## src/rtl/audio_source_arbiter.sv

```systemverilog
// Three-source audio arbiter: once per frame, picks the highest-priority requester,
// attenuates its stereo sample and presents it registered to the speaker controller.
// Every change of owner is separated by one silent frame to avoid clicks.
module audio_source_arbiter #(
    parameter int unsigned FRAME_CLKS = 256
) (
    input  logic        clk,
    input  logic        rst_n,
    input  logic [2:0]  i_req,
    input  logic [47:0] i_src_left,
    input  logic [47:0] i_src_right,
    input  logic [2:0]  i_vol,
    output logic [2:0]  o_grant,
    output logic [2:0]  o_sample_ack,
    output logic [15:0] o_audio_in_left,
    output logic [15:0] o_audio_in_right,
    output logic        o_frame_tick,
    output logic        o_busy
);

    localparam int unsigned CW = $clog2(FRAME_CLKS);

    typedef enum logic [1:0] {
        StIdle,
        StOwn,
        StSwitch
    } state_e;

    logic [CW-1:0] r_cnt;
    logic          r_tick;
    state_e        r_state;
    logic [1:0]    r_owner;
    logic [2:0]    r_grant;
    logic [2:0]    r_ack;
    logic [15:0]   r_left;
    logic [15:0]   r_right;

    state_e        w_state_d;
    logic [1:0]    w_owner_d;
    logic [2:0]    w_grant_d;
    logic [2:0]    w_ack_d;
    logic [15:0]   w_left_d;
    logic [15:0]   w_right_d;

    logic          w_win_valid;
    logic [1:0]    w_win_idx;
    logic signed [15:0] w_sel_left;
    logic signed [15:0] w_sel_right;
    logic signed [15:0] w_scaled_left;
    logic signed [15:0] w_scaled_right;
    logic          w_take;
    logic          w_silence;

    // Frame counter and registered tick; the tick is set one cycle early so it is
    // high exactly while the counter sits at FRAME_CLKS-1.
    always_ff @(posedge clk or negedge rst_n) begin
        if (!rst_n) begin
            r_cnt  <= '0;
            r_tick <= 1'b0;
        end else begin
            r_cnt  <= r_cnt + CW'(1);
            r_tick <= (r_cnt == CW'(FRAME_CLKS - 2));
        end
    end

    // Priority encoder: highest-index requester wins.
    always_comb begin
        w_win_valid = |i_req;
        w_win_idx   = 2'd0;
        if (i_req[2]) begin
            w_win_idx = 2'd2;
        end else if (i_req[1]) begin
            w_win_idx = 2'd1;
        end
    end

    // Select the winner's sample pair and apply the arithmetic attenuation.
    always_comb begin
        w_sel_left  = i_src_left[15:0];
        w_sel_right = i_src_right[15:0];
        unique case (w_win_idx)
            2'd1: begin
                w_sel_left  = i_src_left[31:16];
                w_sel_right = i_src_right[31:16];
            end
            2'd2: begin
                w_sel_left  = i_src_left[47:32];
                w_sel_right = i_src_right[47:32];
            end
            default: begin
                w_sel_left  = i_src_left[15:0];
                w_sel_right = i_src_right[15:0];
            end
        endcase
        w_scaled_left  = w_sel_left >>> i_vol;
        w_scaled_right = w_sel_right >>> i_vol;
    end

    // Next-state and next-output logic; everything holds except at tick, ack defaults low.
    always_comb begin
        w_state_d = r_state;
        w_owner_d = r_owner;
        w_grant_d = r_grant;
        w_ack_d   = 3'b000;
        w_left_d  = r_left;
        w_right_d = r_right;
        w_take    = 1'b0;
        w_silence = 1'b0;

        if (r_tick) begin
            unique case (r_state)
                StIdle: begin
                    w_take = w_win_valid;
                end
                StOwn: begin
                    if (!w_win_valid) begin
                        w_silence = 1'b1;
                        w_state_d = StIdle;
                    end else if (w_win_idx == r_owner) begin
                        w_take = 1'b1;
                    end else begin
                        w_silence = 1'b1;
                        w_state_d = StSwitch;
                    end
                end
                StSwitch: begin
                    if (w_win_valid) begin
                        w_take = 1'b1;
                    end else begin
                        w_silence = 1'b1;
                        w_state_d = StIdle;
                    end
                end
                default: begin
                    w_silence = 1'b1;
                    w_state_d = StIdle;
                end
            endcase
        end

        if (w_take) begin
            w_state_d = StOwn;
            w_owner_d = w_win_idx;
            w_grant_d = 3'b001 << w_win_idx;
            w_ack_d   = 3'b001 << w_win_idx;
            w_left_d  = w_scaled_left;
            w_right_d = w_scaled_right;
        end else if (w_silence) begin
            w_grant_d = 3'b000;
            w_left_d  = 16'h0000;
            w_right_d = 16'h0000;
        end
    end

    // State and registered output update.
    always_ff @(posedge clk or negedge rst_n) begin
        if (!rst_n) begin
            r_state <= StIdle;
            r_owner <= 2'd0;
            r_grant <= 3'b000;
            r_ack   <= 3'b000;
            r_left  <= 16'h0000;
            r_right <= 16'h0000;
        end else begin
            r_state <= w_state_d;
            r_owner <= w_owner_d;
            r_grant <= w_grant_d;
            r_ack   <= w_ack_d;
            r_left  <= w_left_d;
            r_right <= w_right_d;
        end
    end

    assign o_grant          = r_grant;
    assign o_sample_ack     = r_ack;
    assign o_audio_in_left  = r_left;
    assign o_audio_in_right = r_right;
    assign o_frame_tick     = r_tick;
    assign o_busy           = (r_state != StIdle);

endmodule
```

## config.mk

```make
export PLATFORM = sky130hd
export DESIGN_NAME = audio_source_arbiter
export DESIGN_NICKNAME = d
export VERILOG_FILES = /design/src/rtl/audio_source_arbiter.sv
export SDC_FILE = /design/constraint.sdc
export NUM_CORES = 1
export LEC_CHECK = 0
export BUFFER_PORTS_ARGS = -buffer_cell sky130_fd_sc_hd__buf_2
export CAP_MARGIN = 20
export CELL_PAD_IN_SITES_DETAIL_PLACEMENT = 0
export CELL_PAD_IN_SITES_GLOBAL_PLACEMENT = 1
export CORE_AREA = 8 8 108 120
export DETAILED_ROUTE_END_ITERATION = 10
export DIE_AREA = 0 0 116 128
export GPL_TIMING_DRIVEN = 1
export HOLD_SLACK_MARGIN = 0.1
export PLACE_DENSITY = 0.75
export REMOVE_ABC_BUFFERS = 1
export SLEW_MARGIN = 10
export SYNTH_ARGS = -nofsm -noshare
export SYNTH_HDL_FRONTEND = slang
export SYNTH_SLANG_ARGS = --single-unit
```

## constraint.sdc

```tcl
create_clock -name clk -period 2.4 [get_ports clk]
set_clock_uncertainty 0.2 [all_clocks]
set_input_delay 0.24 -clock clk [delete_from_list [all_inputs] [get_ports clk]]
set_output_delay 0.24 -clock clk [all_outputs]
set_load 0.03 [all_outputs]
```

# Yosys cells after proc, flatten, opt, wreduce, memory -nomap -nowiden
# Index checks and enable logic that the tools add are counted.
# classes
n_shift	3
muxes	26
n_reduce_logical	6
eq_ne	9
addsub	1
# ops
cell	count
case mux 16 bit (2 select lines)	2
two-way mux 16 bit	3
>>> shifter 16 x 3 -> 16 bit	2
two-way mux 2 bit	6
two-way mux 1 bit	9
two-way mux 3 bit	3
adder 8 x 1 -> 8 bit, second input constant	1
== test 8 bit, second input constant	1
case mux 1 bit (3 select lines)	2
case mux 2 bit (3 select lines)	1
nonzero test 2 bit	3
== test 2 x 1 -> 1 bit, second input constant	2
== test 2 bit, second input constant	2
inequality test 4 bit, second input constant	1
AND reduction 4 bit	1
inequality test 3 bit, second input constant	1
OR reduction 3 bit	1
left shift 1 x 2 -> 3 bit, first input constant	1
== test 2 bit	1
zero test 2 bit	1
inequality test 2 bit, second input constant	1
# word_totals
elab_cells	53
reg_bits	51
output_inout_bits	40
input_bits	104

# Longest topological paths before layout
# Gate-level depths: netlist of run 1.
# depth
ltp_word	9
ltp_mapped	9

# Worst setup path after synthesis of run 1
# OpenSTA, ideal clock, no wires.
# synth_path
kind	in2reg
start	input i_vol[1]
end	register r_left[7] (netlist: o_audio_in_left[7])
n_path_buf	2
required_ps	2078
path_stages	7
arrival_time_ps	1679
setup_ps	122
slack_ps	399
path_cell_list	buf_4 -> inv_2 -> buf_2 -> mux4_2 -> nor2_2 -> a21oi_1 -> a32o_1
# synth_via
elab_chain_cells	2
# synth_rtl
item	line	rtl
start, declared	12	input logic [2:0] i_vol,
>>> shifter 16 x 3 -> 16 bit	95	w_scaled_left = w_sel_left >>> i_vol;
two-way mux 16 bit	141	if (w_take) begin
end signal, assigned	169	r_left <= w_left_d;
end, declared	35	logic [15:0] r_left;
# Every way passes these cells.
# A chain may end at the register's enable or synchronous reset.

# Worst setup path in the final report of run 1
# layout_path
start	input i_req[1]
end	register r_left[6] (netlist: o_audio_in_left[6])
# layout_via
elab_chain_cells	8
# layout_rtl
item	line	rtl
start, declared	9	input logic [2:0] i_req,
two-way mux 1 bit	72	end else if (i_req[1]) begin
two-way mux 2 bit	70	if (i_req[2]) begin
== test 2 bit	119	end else if (w_win_idx == r_owner) begin
two-way mux 1 bit	119	
two-way mux 1 bit	116	if (!w_win_valid) begin
case mux 1 bit (3 select lines)	111	unique case (r_state)
two-way mux 1 bit	110	if (r_tick) begin
two-way mux 16 bit / nonzero test 2 bit (equally long branches)	--	
# Several ways; a longest one is shown, not always the timed one.

==> results.md, run 1 <==
* Status: completed
* GRT Total Usage at 0.179
* TNS Setup at 0 ns
* Post-Syn Area at 0.00404 mm^2
* Post-cts sizing count at 0
* Port bufs at 143
* Largest family of logic cells by synthesized area: multiplexers
* Power density cells at 429 mW/mm^2
* Final setup margin at 0.406 ns
* Post-placement cell area at 0.00498 mm^2
* Detailed-route wire length at 13,300 um
* Max Root-Sink Buffers at 2
* RSZ-0062 raised after global routing: no
* Launching element type of the critical path: input pin
* RePlAce Congestion at 0.906
* Worst R2R Start: r_owner[0]$_DFFE_PN0P_
* RR Endpoint: o_audio_in_right[12]$_DFFE_PN0P_
* Drt first pass iters at 4
* N_diodes at 0
* Fin Hold WS at 0.137 ns
* Syn Area/Cell at 10.2 um^2
* Mux contribution to synthesized area at 0.328
* Share of layout cells above drive strength 1 at 0.437
* Hold crit path type: input pin to flop
* ANT nets after route at 0
* MaxCap Viol Count at 0
* Final Core Density at 0.464
* Post-synth EDFFs at 0
* Cts bufs inserted at 5
* Skew-Pair Late Insertion Delay at 0.29 ns
* Detail Placement HPWL at 10,400 um
* Max frequency at 502 MHz
* Final nets at 641
* Reg2Reg Depth at 7
* Final setup violation count at 0
* Sequential area share after synthesis at 0.316
* Synth warnings at 0
* Vias per Instance at 5.52
* Io pins at 144
* Min cycle time layout at 1.99 ns
* Compound-Gate Fraction of Synth Area at 0.176
* Antenna violations before repair at 0
* Synth Instances at 394
* Worst Path Max Fanout at 20
* Relative slew slack at 0.630
* Peak VDD IR at 245 uV
* Fin crit share at 0.831
* Final hold violation count at 0
* Leak at 2.55 nW
* Distinct cells, synth at 64
* Simple-gate area share of the yosys netlist at 0.105
* Vias at 3,786
* Setup CP Type: input pin to flop
* Initial core utilization at 0.364
* Die Y-Extent at 128 um
* Worst Setup SP: i_req[1]
* Post-synthesis async set-or-reset flop share at 1.00
* DR WL/cell at 19.4 um
* FF-to-FF setup slack at 0.48 ns
* Grt ovf at 0
* Vias in the first global route at 4,028
* Cell area after layout at 0.00514 mm^2
* Critical path destination: o_audio_in_left[6]$_DFFE_PN0P_
* Clock Pin Slew Worst Setup and Hold Paths at 0.07 ns
* Pre-CTS WS at 0.154 ns
* Worst slew pin tran at 0.555 ns
* Global-route wire length before repair at 21,100 um
* Die footprint at 0.0148 mm^2
* Adder-Cell Fraction of Synth Area at 0.00620
* Iter 0 DRT Violations at 143
* Postcts setup bufs at 0
* Req. time, crit path at 2.39 ns
* Layout area overhead at 27.4%
* Root Buffer: clkbuf_16
* Fill cells at 1,095
* H-tree depth at 2
* Critical path capture point type: flop
* Worst EP arrival at 1.98 ns
* Largest net degree at the start of global routing at 32
* Synth Flop Type: dfrtp_1
* CTS tree: yes
* Max Slew Vio Count at 0
* Core area at 0.0111 mm^2
* DRC violations left at 0
* Clk sink count at 51
* Site row count at 41
* Die W at 116 um
* Post-Synth XOR/XNOR Area at 0.0152
* Flops & latches, synth at 51
-- routing by layer --
metal | vias to the layer above | wire (um) | track usage | part of all wire
met5 | - | 0 | 0 | 0
met4 | 0 | 295 | 0.0634 | 0.022
met3 | 20 | 773 | 0.0335 | 0.058
met2 | 169 | 6570 | 0.304 | 0.49
met1 | 1816 | 5690 | 0.220 | 0.43
li1 | 1781 | - | - | -
-- where the power goes --
| group | switching [mW] | leakage [nW] | internal [mW] |
|---|---|---|---|
| clock network | 0.318 | 0.0772 | 0.445 |
| registers | 0 | 0.683 | 0.859 |
| logic | 0.300 | 1.79 | 0.284 |
| total | 0.618 | 2.55 | 1.59 |
-- state kept, by name, indices dropped and copies added (netlist names) --
signal and count:
o_audio_in_left 16, r_cnt 8, o_sample_ack 3, o_audio_in_right 16, r_state 2, o_frame_tick 1, r_owner 2, o_grant 3
-- cells by family (layout without fill, tap and decap cells) --
family	count (synthesis)	in the layout
buf+inv	39	181
compound gates	97	97
fa+ha+maj	2	2
simple gates	93	93
flops	51	51
xor+xnor	7	7
mux	105	105
-- synthesized netlist by cell type (2+ instances only) --
cell / count / share of area
dfrtp_1: 51 / 0.32
mux2i_1: 51 / 0.13
nand2_1: 41 / 0.038
mux2_2: 31 / 0.087
o21ai_0: 22 / 0.027
nor2_1: 16 / 0.015
mux4_2: 15 / 0.084
nand3_1: 14 / 0.017
clkbuf_1: 11 / 0.010
buf_2: 10 / 0.012
o221ai_1: 9 / 0.020
a21oi_1: 7 / 0.0087
a32o_1: 7 / 0.017
a21o_1: 6 / 0.011
buf_4: 6 / 0.011
mux2_4: 5 / 0.019
o22ai_1: 5 / 0.0078
xnor2_1: 5 / 0.011
inv_1: 4 / 0.0037
nand2b_1: 4 / 0.0062
o2111ai_1: 4 / 0.0087
o211ai_1: 4 / 0.0074
o21ai_1: 4 / 0.0050
a211oi_1: 3 / 0.0056
a31oi_1: 3 / 0.0047
and2_0: 3 / 0.0047
and2_1: 3 / 0.0047
inv_2: 3 / 0.0028
nor3_1: 3 / 0.0037
o22a_1: 3 / 0.0065
buf_6: 2 / 0.0056
ha_1: 2 / 0.0062
o21a_1: 2 / 0.0037
o21bai_1: 2 / 0.0037
o41ai_1: 2 / 0.0043
or2_2: 2 / 0.0031
xor2_1: 2 / 0.0043
-- metrics by stage --
| step | cells | power (mW) |
|---|---|---|
| 6_report | 686 | 2.21 |
| 5_1_grt | 686 | 2.30 |
| 4_1_cts | 686 | 2.21 |
| 3_5_place_dp | 677 | 1.45 |
| 3_3_place_gp | 677 | 1.44 |
| 2_1_floorplan | 363 | 1.20 |
-- cell type report --
cell class	instances	area [um^2]	share of cell area
Clock buffer	8	156	0.0304
Sequential cell	51	1280	0.248
Tap cell	150	188	0.0365
Inverter	8	30.0	0.00584
Multi-Input combinational cell	304	2550	0.495
Timing Repair Buffer	165	946	0.184
-- cells in the final DEF, fill, tap and decap left out, types with 9 or more instances in the layout --
cell / Yosys / final
mux4_2: 15 / 15
o221ai_1: 9 / 9
mux2i_1: 51 / 51
nand2_1: 41 / 41
nand3_1: 14 / 14
nor2_1: 16 / 16
buf_2: 10 / 143
buf_4: 6 / 16
mux2_2: 31 / 31
o21ai_0: 22 / 22
dfrtp_1: 51 / 51
-- worst min path at each step --
stage             start                              to  slack, ns  cells past startpoint
2_1_floorplan     rst_n  o_audio_in_left[0]$_DFFE_PN0P_      -0.26                      0
3_3_place_gp      rst_n          o_grant[0]$_DFFE_PN0P_       0.07                      1
3_5_place_dp      rst_n          o_grant[0]$_DFFE_PN0P_       0.06                      1
4_1_cts        i_req[0]          r_state[1]$_DFFE_PN0P_       0.13                      3
5_1_grt        i_req[0]          r_state[1]$_DFFE_PN0P_       0.20                      3
6_report       i_req[0]          r_state[1]$_DFFE_PN0P_       0.14                      3
-- critical path, cell delays in order --
cell and delay [ns]:
buf_2 0.14, buf_12 0.18, mux2_2 0.34, mux2i_1 0.38
mux2i_1 0.22, o22a_1 0.22, a32o_1 0.25
-- what timing repair did --
| item | CTS | global route |
|---|---|---|
| setup endpoints to repair | 0 | 0 |
| hold buffers | 1 | 0 |
| endpoints found under the hold margin | 20 | 0 |
No activity file was read; power rests on OpenSTA's default activity.
==> run 2, diff against run 1 <==
==> constraint.sdc (replaced) <==
create_clock -name clk -period 1.9 [get_ports clk]
set_clock_uncertainty 0.2 [all_clocks]
set_input_delay 0.19 -clock clk [delete_from_list [all_inputs] [get_ports clk]]
set_output_delay 0.19 -clock clk [all_outputs]
set_load 0.03 [all_outputs]
==> run 2 against run 1 <==
Effect of this change: the flow now finishes with violations (setup timing); critical path type is now flop to flop; first-iteration DRC count is 12% lower; largest cell class unchanged; utilization increased by 5.8 points; cell area increased by 12%; register-to-register slack lost 0.48 ns; routed wire length up 3.5%; global-route usage grew 0.41 points; sequential cell count unchanged; sequential power increased by 27%; largest power group unchanged; clock power up 19%.
==> results.md, run 2 (synthesis results as in run 1) <==
* Reg2Reg Depth at 6 (-1)
* CP max stage delay at 0.39 ns (about the same)
* Commonest cells after routing, fill and taps aside: buf_2, buf_4, dfrtp_1, mux2i_1, nand2_1
* Leak at 2.90 nW (+14%)
* Fin crit share at 1.00
* Launching element type of the critical path: flop
* GRT Total Usage at 0.183 (+0.00412)
* Worst Path Max Fanout at 8 (-60%)
* Grt ovf at 0 (unchanged)
* RSZ-0062 raised after global routing: yes
* H-tree depth at 2 (unchanged)
* Layout area overhead at 43.3%
* Vias per Instance at 5.29 (-4.1%)
* Vias at 3,950 (+4.3%)
* Port bufs at 143 (unchanged)
* Req. time, crit path at 1.92 ns (-0.47 ns)
* Critical path destination: o_audio_in_left[6]$_DFFE_PN0P_
* Peak VDD IR at 399 uV (+63%)
* Failing checks: setup timing
* Core area at 0.0111 mm^2 (unchanged)
* Hold crit path type: input pin to flop
* Detail Placement HPWL at 11,000 um (+6.3%)
* Worst R2R Start: r_owner[0]$_DFFE_PN0P_
* Detailed-route wire length at 13,800 um (+3.5%)
* TNS Setup at -0.00426 ns (-0.00426 ns)
* Postcts setup bufs at 0 (unchanged)
* Drt first pass iters at 4 (unchanged)
* FF-to-FF setup slack at -0.004 ns (-0.48 ns)
* Largest net degree at the start of global routing at 52 (+63%)
* Die W at 116 um (unchanged)
* Setup CP Type: flop to flop
* Vias in the first global route at 4,271 (+6.0%)
* Critical path capture point type: flop
* Worst slew pin tran at 0.504 ns (-0.0516 ns)
* Slowest-stage cell, CP: dfrtp_1
* Clock Pin Slew Worst Setup and Hold Paths at 0.07 ns (about the same)
* Initial core utilization at 0.364 (unchanged)
* DR WL/cell at 18.5 um (-4.8%)
* Skew-Pair Late Insertion Delay at 0.29 ns (about the same)
* Power Total at 2.86 mW (+30%)
* Final nets at 702 (+9.5%)
* Iter 0 DRT Violations at 126 (-12%)
* ANT nets after route at 0 (unchanged)
* Most common cell after layout, fill and taps aside: buf_2
* Min cycle time layout at 1.90 ns
* Max frequency at 525 MHz
* Share of layout cells above drive strength 1 at 0.522 (+0.0852)
* Global-route wire length before repair at 21,600 um (+2.8%)
* Worst Setup SP: r_owner[0]$_DFFE_PN0P_
* N_diodes at 0 (unchanged)
* Max Root-Sink Buffers at 2 (unchanged)
* MaxCap Viol Count at 0 (unchanged)
* Final setup margin at -0.00426 ns (-0.411 ns)
* Max Slew Vio Count at 0 (unchanged)
* Cts bufs inserted at 5 (unchanged)
* Site row count at 41 (unchanged)
* Final setup violation count at 1 (+1)
* Final hold violation count at 0 (unchanged)
* RePlAce Congestion at 0.880 (-2.8%)
* RR Endpoint: o_audio_in_left[6]$_DFFE_PN0P_
* Worst EP arrival at 1.93 ns (-0.05 ns)
* Die footprint at 0.0148 mm^2 (unchanged)
* Status: complete, but fails checks
* Cells along the critical path: xor2_1 -> o311ai_2 -> and2_4 -> clkbuf_16 -> buf_6 -> a32o_1
* Clk sink count at 51 (unchanged)
* Power density cells at 495 mW/mm^2 (+16%)
* Antenna violations before repair at 0 (unchanged)
* Root Buffer: clkbuf_16
* Die Y-Extent at 128 um (unchanged)
* Io pins at 144 (unchanged)
* Relative slew slack at 0.663 (+0.0336)
* CTS tree: yes
* DRC violations left at 0 (unchanged)
==> run 2: cell types whose count changed in the layout (fill, tap and decap cells not counted), moves of 2 or more <==
cell and change:
buf_4 +50, o21ai_0 -6, buf_6 +5, o21ai_1 +5, o221ai_1 -5, o221ai_2 +5
buf_12 +3, clkbuf_16 +2, mux2i_1 -2, mux2i_2 +2, o41ai_1 -2, o41ai_2 +2
==> run 2: worst min-delay path by stage <==
stage                         from                              end  slack (ns)  cells after the start
after floorplan              rst_n   o_audio_in_left[0]$_DFFE_PN0P_       -0.31                      0
after global placement       rst_n           o_grant[0]$_DFFE_PN0P_       0.002                      2
after global routing      i_vol[0]  o_audio_in_right[6]$_DFFE_PN0P_        0.13                      3
after CTS                 i_vol[0]  o_audio_in_right[6]$_DFFE_PN0P_        0.10                      3
after detailed placement     rst_n   o_audio_in_left[1]$_DFFE_PN0P_        0.01                      2
final                     i_vol[0]  o_audio_in_right[6]$_DFFE_PN0P_        0.09                      3
==> run 2: area by class of cell <==
type                    count  area (um^2)
fillers                  1072         5300
multi-input cells         304         2650
repair buffers            226         1500
flip-flops and latches     51         1280
well taps                 150          188
clock buffers               6          139
inverters                   8         30.0
clock inverters             1         5.00
==> run 2: per-layer routing <==
| layer | GRT usage | vias up | wire length [um] |
|---|---|---|---|
| met5 | 0 | - | 0 |
| met4 | 0.0489 | 0 | 214 |
| met3 | 0.0306 | 10 | 664 |
| met2 | 0.319 | 114 | 7000 |
| met1 | 0.226 | 1919 | 5920 |
| li1 | - | 1907 | - |
==> run 2: critical path, delay by kind of cell (launching register included) <==
| family | cells | cell delay, ns |
|---|---|---|
| buffers and inverters | 2 | 0.28 |
| AOI/OAI and AO/OA | 2 | 0.54 |
| DFF | 1 | 0.39 |
| and+or+nand+nor | 1 | 0.28 |
| xor gates and xnor gates | 1 | 0.16 |
==> run 2: stage by stage <==
stage	std cells	setup slack (ns)	cell area [um^2]	utilization	hold WS (ns)
finish	746	-0.00426	5780	0.522	0.0903
global route	746	-0.0786	5780	0.522	0.131
CTS	744	0.00396	5610	0.507	0.104
detailed placement	735	-0.295	5450	0.492	0.00991
global placement	735	-0.258	5450	0.492	0.00241
floorplan	363	-0.574	3850	-	-0.306
==> run 2: where the power goes <==
| group | total [mW] | leakage, nW | switching [mW] | internal (mW) |
|---|---|---|---|---|
| Sequential | 1.09 | 0.683 | 0 | 1.09 |
| Combinational | 0.875 | 2.14 | 0.416 | 0.459 |
| Clock | 0.904 | 0.0727 | 0.389 | 0.515 |
| Total | 2.86 | 2.90 | 0.805 | 2.06 |
==> run 2: what timing repair did <==
| item | 4_1_cts | 5_1_grt |
|---|---|---|
| hold buffers | 2 | 0 |
| hold endpoints to repair | 52 | 0 |
| gates resized for setup | 0 | 29 |
| endpoints found under the setup margin | 0 | 21 |
==> run 3, diff against run 2 <==
--- a/config.mk
+++ b/config.mk
@@ -7,9 +7,10 @@
 export LEC_CHECK = 0
 export BUFFER_PORTS_ARGS = -buffer_cell sky130_fd_sc_hd__buf_2
 export CAP_MARGIN = 20
-export CELL_PAD_IN_SITES_DETAIL_PLACEMENT = 0
+export CELL_PAD_IN_SITES_DETAIL_PLACEMENT = 1
 export CELL_PAD_IN_SITES_GLOBAL_PLACEMENT = 1
 export CORE_AREA = 8 8 108 120
+export CTS_CLUSTER_SIZE = 40
 export DETAILED_ROUTE_END_ITERATION = 10
 export DIE_AREA = 0 0 116 128
 export GPL_TIMING_DRIVEN = 1
==> run 3 against run 2 <==
Effect of this change: the run now ends clean; sequential cell count stayed put; cell area is 1.9% lower; cell count stayed put; global-route usage is 2.4 points higher; sequential power hardly changed; routed wire length is 8.6% higher; first-iteration DRC count is 39% higher; largest cell class unchanged.
==> results.md, run 3 (synthesis results as in run 1) <==
* Setup CP Type: flop to flop
* Relative slew slack at 0.696 (+0.0329)
* Detailed-route wire length at 15,000 um (+8.6%)
* Combinational share of power at 0.309 (+0.004)
* Core area at 0.0111 mm^2 (unchanged)
* Reg area at 0.00128 mm^2 (unchanged)
* Final setup violation count at 0 (-1)
* Port bufs at 143 (unchanged)
* GRT Total Usage at 0.207 (+0.0238)
* Cts bufs inserted at 5 (unchanged)
* RePlAce Congestion at 0.880 (unchanged)
* Hold crit path type: input pin to flop
* FF-to-FF setup slack at 0.05 ns (+0.06 ns)
* Iter 0 DRT Violations at 175 (+39%)
* Internal Power at 2.03 mW (-1.2%)
* DRC violations left at 0 (unchanged)
* MaxCap Viol Count at 0 (unchanged)
* Flop pwr share at 0.377 (-0.002)
* Pre-CTS WS at -0.310 ns (-0.0151 ns)
* Area of the multi-input gates at 0.00259 mm^2 (-2.0%)
* Drt first pass iters at 4 (unchanged)
* Number of placed instances, taps included at 735 (unchanged)
* H-tree depth at 2 (unchanged)
* Hold Path Origin: i_vol[0]
* RSZ-0062 raised after global routing: no
* Largest net degree at the start of global routing at 52 (unchanged)
* Power density cells at 507 mW/mm^2 (+2.3%)
* ANT nets after route at 0 (unchanged)
* Reg2Reg Depth at 6 (unchanged)
* Vias per Instance at 5.45 (+2.9%)
* Clk pwr share at 0.313 (-0.003)
* Vias in the first global route at 4,745 (+11%)
* Sw Share at 0.292 (+0.0110)
* Die Y-Extent at 128 um (unchanged)
* Final nets at 701 (-0.14%)
* Launching element type of the critical path: flop
* Fin crit share at 0.972 (-0.0304)
* Commonest cells after routing, fill and taps aside: buf_2, buf_4, dfrtp_1, mux2i_1, nand2_1
* Clock Pin Slew Worst Setup and Hold Paths at 0.07 ns (about the same)
* Worst slew pin tran at 0.455 ns (-0.0493 ns)
* Leak at 2.86 nW (-1.3%)
* Die W at 116 um (unchanged)
* Clk sink count at 51 (unchanged)
* Vias at 4,064 (+2.9%)
* Grt ovf at 0 (unchanged)
* Worst Path Max Fanout at 21 (+13)
* Fill cells at 1,323 (+23%)
* Max frequency at 542 MHz (+3.1%)
* Final setup margin at 0.0534 ns (+0.0577 ns)
* RR Endpoint: o_audio_in_left[6]$_DFFE_PN0P_
* Final non-filler cell total at 746 (unchanged)
* TNS Setup at 0 ns (+0.00426 ns)
* Hold Path End: o_audio_in_right[6]$_DFFE_PN0P_
* Peak VDD IR at 385 uV (-3.7%)
* Worst EP arrival at 1.83 ns (-0.10 ns)
* N_diodes at 0 (unchanged)
* Status: completed
* Critical path capture point type: flop
* Detail Placement HPWL at 12,200 um (+10%)
* Skew-Pair Late Insertion Delay at 0.29 ns (about the same)
* Share of layout cells above drive strength 1 at 0.505 (-0.0168)
* Antenna violations before repair at 0 (unchanged)
* Max Root-Sink Buffers at 2 (unchanged)
* Req. time, crit path at 1.88 ns (-0.04 ns)
* Die footprint at 0.0148 mm^2 (unchanged)
* Global-route wire length before repair at 24,500 um (+13%)
* Number of cells on the worst hold path at 3 (unchanged)
* Final hold violation count at 0 (unchanged)
* Site row count at 41 (unchanged)
* CTS tree: yes
* Min cycle time layout at 1.85 ns (-0.0577 ns)
* Initial core utilization at 0.364 (unchanged)
* Max Slew Vio Count at 0 (unchanged)
* Root Buffer: clkbuf_16
* Layout area overhead at 40.6%
* Net switching power figure at 0.840 mW (+4.3%)
* Worst R2R Start: r_owner[0]$_DFFE_PN0P_
* DR WL/cell at 20.1 um (+8.6%)
* Io pins at 144 (unchanged)
* Most common cell after layout, fill and taps aside: buf_2
==> run 3: worst max-delay path, stage by stage, from the launching register on <==
cell      delay (ns)
dfrtp_1         0.40
xor2_1          0.16
o311ai_2        0.31
buf_4           0.18
a21boi_1        0.09
buf_12          0.18
a32o_1          0.21
==> run 3: cell type report <==
type                    instances  area share
multi-input cells             304       0.457
clock buffers                   6      0.0227
well taps                     150      0.0331
clock inverters                 2     0.00221
repair buffers                225       0.254
flip-flops and latches         51       0.225
inverters                       8     0.00529
==> run 3: worst max path at each step <==
stage                                      start                          endpoint  slack, ns  depth (start not counted)
final                     r_owner[0]$_DFFE_PN0P_    o_audio_in_left[6]$_DFFE_PN0P_       0.05                          6
after floorplan           r_state[0]$_DFFE_PN0P_    o_audio_in_left[2]$_DFFE_PN0P_      -0.57                          5
after CTS                 r_owner[0]$_DFFE_PN0P_   o_audio_in_right[0]$_DFFE_PN0P_      0.003                          5
after detailed placement                i_req[1]    o_audio_in_left[6]$_DFFE_PN0P_      -0.31                          7
after global routing      r_owner[0]$_DFFE_PN0P_  o_audio_in_right[11]$_DFFE_PN0P_      0.003                          7
after global placement                  i_req[1]    o_audio_in_left[6]$_DFFE_PN0P_      -0.26                          7
==> run 3: metrics by stage <==
step                      area, um^2   util  hold WS (ns)  total power [mW]
final                           5670  0.512         0.111              2.87
after global routing            5670  0.512         0.127              3.01
after global placement          5450  0.492       0.00241              1.95
after detailed placement        5450  0.492        0.0107              1.97
after floorplan                 3850      -        -0.306              1.52
after CTS                       5640  0.509         0.108              2.88
==> run 3: power by group through the flow <==
| stage | logic, mW | clock network [mW] | registers (mW) |
|---|---|---|---|
| after global placement | 0.841 | 0 | 1.11 |
| after global routing | 0.961 | 0.960 | 1.08 |
| final | 0.889 | 0.901 | 1.08 |
| after CTS | 0.883 | 0.917 | 1.08 |
| after detailed placement | 0.869 | 0 | 1.11 |
| after floorplan | 0.409 | 0 | 1.11 |
==> run 3: routing by layer <==
metal,share of wire,vias to the layer above,track usage
met5,0,-,0
met4,0.022,0,0.0710
met3,0.044,19,0.0339
met2,0.52,123,0.373
met1,0.41,2017,0.239
li1,-,1905,-
==> run 3: what timing repair did <==
item                                    4_1_cts  5_1_grt
pin swaps                                     3        5
hold buffers                                  2        0
buffers inserted                              1        0
endpoints found under the setup margin        8       26
endpoints found under the hold margin        52        0
gates resized for setup                       5        8
